File: src/rtl/spike_event_writer.sv
// rtl/spike_event_writer.sv - scans a spike bitmap row by row and writes set-bit indices plus an end-of-frame token to a FIFO
module spike_event_writer #(
    parameter int ROWS   = 28,
    parameter int WORD_W = 28,
    parameter int ROW_W  = 5
) (
    input  logic              clk,
    input  logic              rstn,
    input  logic              start,
    output logic              busy,
    output logic              done,
    output logic              mem_rd_en,
    output logic [ROW_W-1:0]  mem_addr,
    input  logic [WORD_W-1:0] mem_data,
    input  logic              full,
    input  logic              almost_full,
    output logic              w_en,
    output logic [15:0]       s_index_o
);

    typedef enum logic [2:0] {
        S_IDLE, S_RD, S_WAIT, S_SCAN, S_EOF, S_DONE
    } state_t;

    localparam logic [ROW_W-1:0] LAST_ROW = ROW_W'(ROWS - 1);
    localparam logic [15:0]      EOF_TOK  = 16'hFFFF;

    state_t             state_q;
    logic [ROW_W-1:0]   row_q;
    logic [15:0]        base_q;
    logic [WORD_W-1:0]  word_q;
    logic [15:0]        last_q;
    logic               busy_q;
    logic               done_q;
    logic               mem_rd_en_q;
    logic [ROW_W-1:0]   mem_addr_q;

    logic               unused_af;
    logic               word_nz;
    logic [WORD_W-1:0]  word_clr;
    logic [15:0]        low_b;
    logic [15:0]        scan_idx;
    logic               scan_wr;
    logic               eof_wr;

    assign unused_af = almost_full;

    // Descending loop so the lowest set bit is the last assignment to win.
    always_comb begin
        low_b = 16'd0;
        for (int i = WORD_W - 1; i >= 0; i--) begin
            if (word_q[i]) begin
                low_b = 16'(i);
            end
        end
    end

    assign word_nz  = |word_q;
    assign word_clr = word_q & (word_q - {{(WORD_W-1){1'b0}}, 1'b1});
    assign scan_idx = base_q + low_b;

    // The write strobe is qualified by the current full so a write never lands on a full FIFO.
    assign scan_wr = (state_q == S_SCAN) && word_nz && !full;
    assign eof_wr  = (state_q == S_EOF) && !full;

    always_ff @(posedge clk) begin
        if (!rstn) begin
            state_q     <= S_IDLE;
            row_q       <= '0;
            base_q      <= 16'd0;
            word_q      <= '0;
            last_q      <= 16'd0;
            busy_q      <= 1'b0;
            done_q      <= 1'b0;
            mem_rd_en_q <= 1'b0;
            mem_addr_q  <= '0;
        end else begin
            case (state_q)
                S_IDLE: begin
                    done_q <= 1'b0;
                    if (start) begin
                        state_q     <= S_RD;
                        row_q       <= '0;
                        base_q      <= 16'd0;
                        word_q      <= '0;
                        busy_q      <= 1'b1;
                        mem_rd_en_q <= 1'b1;
                        mem_addr_q  <= '0;
                    end
                end
                S_RD: begin
                    mem_rd_en_q <= 1'b0;
                    state_q     <= S_WAIT;
                end
                S_WAIT: begin
                    word_q  <= mem_data;
                    state_q <= S_SCAN;
                end
                S_SCAN: begin
                    if (word_nz) begin
                        if (scan_wr) begin
                            word_q <= word_clr;
                            last_q <= scan_idx;
                        end
                    end else if (row_q == LAST_ROW) begin
                        state_q <= S_EOF;
                    end else begin
                        row_q       <= row_q + 1'b1;
                        base_q      <= base_q + 16'(WORD_W);
                        mem_rd_en_q <= 1'b1;
                        mem_addr_q  <= row_q + 1'b1;
                        state_q     <= S_RD;
                    end
                end
                S_EOF: begin
                    if (eof_wr) begin
                        last_q  <= EOF_TOK;
                        busy_q  <= 1'b0;
                        done_q  <= 1'b1;
                        state_q <= S_DONE;
                    end
                end
                S_DONE: begin
                    done_q  <= 1'b0;
                    state_q <= S_IDLE;
                end
                default: begin
                    state_q <= S_IDLE;
                end
            endcase
        end
    end

    assign busy      = busy_q;
    assign done      = done_q;
    assign mem_rd_en = mem_rd_en_q;
    assign mem_addr  = mem_addr_q;
    assign w_en      = scan_wr || eof_wr;
    assign s_index_o = scan_wr ? scan_idx : (eof_wr ? EOF_TOK : last_q);

endmodule

File: config.mk
export PLATFORM = sky130hd
export DESIGN_NAME = spike_event_writer
export DESIGN_NICKNAME = d
export VERILOG_FILES = /design/src/rtl/spike_event_writer.sv
export SDC_FILE = /design/constraint.sdc
export NUM_CORES = 1
export LEC_CHECK = 0
export CAP_MARGIN = 20
export CORE_MARGIN = 2
export CORE_UTILIZATION = 30
export DETAILED_ROUTE_END_ITERATION = 6
export SLEW_MARGIN = 20
export SYNTH_ARGS = -nofsm -noshare
export SYNTH_HDL_FRONTEND = slang
export SYNTH_SLANG_ARGS = --single-unit
export TNS_END_PERCENT = 50
File: constraint.sdc
create_clock -name clk -period 4.6 [get_ports clk]
set_input_delay 0.46 -clock clk [delete_from_list [all_inputs] [get_ports clk]]
set_output_delay 0.46 -clock clk [all_outputs]
set_load 0.01 [all_outputs]
==> results.yml <==
floorplan:
  die_h_microns: 120
  coreArea_sq_um: 13200
  pin_count: 58
  dieArea_sq_um: 14400
  die_w_microns: 120
  initial_core_util_pct: 30.5
  rows: 42
final_layout:
  fin_util_pct: 38.3
  finish.instance_area_sq_um: 5050
  nets: 586
  area_delta_synth_final_pct: 25.7
  drive_above_1_share_pct: 6.70
  diodes: 0
yosys:
  syn_nets: 545
  synthTopCellsByCount: "dfxtp_1, a21oi_1, nand2_1"
  synth_area_leaders: "dfxtp_1, a21oi_1, nand2_1"
  ys_ff_latch: 69
  syn_area_sq_um: 4020
  yosysSeqAreaShare_pct: 34.3
  ys_types: 68
  synth_area_leader_cell: "dfxtp_1"
  syn_avg_cell_area_sq_um: 7.95
  synth_edf_count: 0
  ys_async_sr_fraction_pct: 0
  yosysWarningCount: 0
  syn_inst: 506
  synth_top_area_share_pct: 34.3
  yosys_most_used_dff: "dfxtp_1"
  yosysMostFrequentCell: "dfxtp_1"
setup_path:
  cp.depth: 10
  cpLargestDelayFamily: "simple AND/OR/NAND/NOR gates"
  ff2ff_path_depth: 9
  slowest_delay_ps: 510
  crit_chain: "nor4_1, nand3b_1, a21oi_1, ha_1, nand3_1, o211ai_1, or4bb_1, a21oi_1, nor2_1, clkdlybuf4s50_1"
  critPathCaptureType: "output pin"
  r2r_start: "word_q[17]$_SDFFE_PN0P_"
  cp.arrival_ps: 3570
  worstSetupPathType: "reg -> out"
  rrSetupSlack_ps: 1720
  cpMaxStageDelayCell: "nor4_1"
  worstPathRequired_ps: 4140
  cpMostUsedCell: "a21oi_1"
  crit_fanout: 7
  crit_buf_inv: 1
  r2r-end: "last_q[14]$_SDFFE_PN0P_"
  start_kind: "flop"
pwr:
  leakagePower_nw: 1.76
  vdd_drop_max_v: 0.000163
  total_power_mw: 1.86
  power_density_nw_per_um2: 368
timing:
  whs_ps: 523
  period_minus_slack_ps: 4030
  fmax_mhz: 248
  setup_viol: 0
  clock_skew_ps: 6.31
  worst_slew_pin_slew_ps: 958
  hold_violations: 0
  rsz0062_at_grt: "false"
  fin_crit_sh_pct: 87.6
  slew_violations: 0
  setup_tns_ps: 0
  slew_headroom_pct: 35.9
route:
  drt_pass1_iterations: 7
  routed_wirelength_microns: 11700
  antenna_left: 0
  vias: 4045
  remaining_drc_errors: 0
  wire_per_inst_microns: 16.0
  first_iter_violations: 380
  avgViaCountPerCell: 5.56
clock_tree:
  cts_setup_buffers: 0
  tritoncts: "built"
  cts_made_buffers: 9
  ctsHtreeMaxLevel: 3
  cts_sinks: 69
  cts_buffer_depth: 2
  clk_pin_slew_ps: 60
  cts_hold_buf: 0
  cts_resized: 0
  cts_root_buf: "clkbuf_16"
  clk_latency_ps: 340
place:
  port_buffers: 56
  routabilityCongestion: 0.894
  post_dp_cell_area_sq_um: 4730
  dp_hpwl_microns: 8380
min_path:
  holdPathEnd: "mem_addr[1]$_SDFFE_PN0P_"
  min_path_cells: 2
  hp-start: "mem_addr[1]$_SDFFE_PN0P_"
  hold_path.class: "reg -> reg"
global_routing:
  antenna_found_initial: 0
  grt.overflow.total: 0
  grt_pass1_vias: 3779
  grt_max_degree: 36
  grt_usage_pct: 16.7
  grt_pass1_wl_microns: 19300
run_status:
  status: "completed"
flow_run:
  maxCapViolations: 0
[area by class of cell]
class	instances	area [sq um]
Clock buffer	12	256
Fill cell	1318	8140
Inverter	12	45.0
Sequential cell	69	1380
Multi-Input combinational cell	391	2460
Tap cell	176	220
Timing Repair Buffer	64	621
Clock inverter	4	70.1
[power breakdown]
group	leakage, nW	switching [mW]	total (mW)	internal (mW)
Combinational	1.04	0.255	0.437	0.182
Sequential	0.559	0.0366	0.659	0.622
Clock	0.163	0.264	0.766	0.503
Total	1.76	0.555	1.86	1.31
[registers in the layout, indices dropped and copies added, names as in the netlist]
signal and flops:
word_q 28, last_q 16, base_q 14, mem_addr 5
state_q 3, busy 1, done 1, mem_rd_en 1
[per-stage QoR]
step                      instances  setup slack (ps)
final                           728               571
after global routing            728               205
after CTS                       728               558
after detailed placement        712               946
after global placement          712               957
after floorplan                 506              1330
[layout by cell type, fill, tap and decap left out, types with 3 or more instances in the layout]
| cell type | count |
|---|---|
| dfxtp_1 | 69 |
| a21oi_1 | 57 |
| clkdlybuf4s50_1 | 56 |
| nand2_1 | 40 |
| nor2_1 | 37 |
| o21ai_0 | 27 |
| or3_1 | 19 |
| nor3_1 | 13 |
| a211oi_1 | 13 |
| or4_1 | 12 |
| nand3_1 | 12 |
| inv_1 | 11 |
| and2_1 | 11 |
| o211ai_1 | 11 |
| nor4_1 | 10 |
| nand4_1 | 9 |
| o31ai_1 | 9 |
| a22o_1 | 9 |
| clkbuf_16 | 9 |
| buf_4 | 8 |
| xnor2_1 | 7 |
| mux2i_1 | 7 |
| nand2b_1 | 6 |
| a22oi_1 | 6 |
| ha_1 | 6 |
| xor2_1 | 5 |
| nor2b_1 | 4 |
| a311oi_1 | 4 |
| a2111oi_0 | 3 |
| and4_1 | 3 |
| o21a_1 | 3 |
| a31oi_1 | 3 |
[metal layers]
metal / share of wire (%) / track usage, % / vias to the layer above
met2: 45 / 25.0 / 92
met5: 0 / 0 / -
met3: 4.9 / 3.80 / 14
met1: 48 / 24.0 / 1947
li1: - / - / 1992
met4: 1.4 / 4.63 / 0
[tightest hold or removal path, delay by kind of cell, from the launching register on]
kind / cells / cell delay, ps
compound gates: 1 / 70
flops: 1 / 340
simple gates: 1 / 70
[logic make-up (layout without fill, tap and decap cells)]
kind of cell	Yosys count	count (layout)	synth area share [%]
buf+inv	46	92	4.91
other cells	1	1	0.0932
fa+ha+maj	6	6	1.87
xor+xnor	12	12	2.61
compound gates	171	171	27.8
mux	7	7	1.74
flops	69	69	34.3
simple gates	194	194	26.6
[worst max path at each step]
stage	from	slack, ps	endpoint
floorplan	word_q[19]$_SDFFE_PN0P_	1330	s_index_o[14]
global placement	word_q[8]$_SDFFE_PN0P_	960	s_index_o[14]
detailed placement	word_q[17]$_SDFFE_PN0P_	950	s_index_o[14]
CTS	word_q[17]$_SDFFE_PN0P_	560	s_index_o[14]
global route	word_q[17]$_SDFFE_PN0P_	210	s_index_o[14]
finish	word_q[17]$_SDFFE_PN0P_	570	s_index_o[14]
Note: power is estimated with default switching activity, not from simulation.
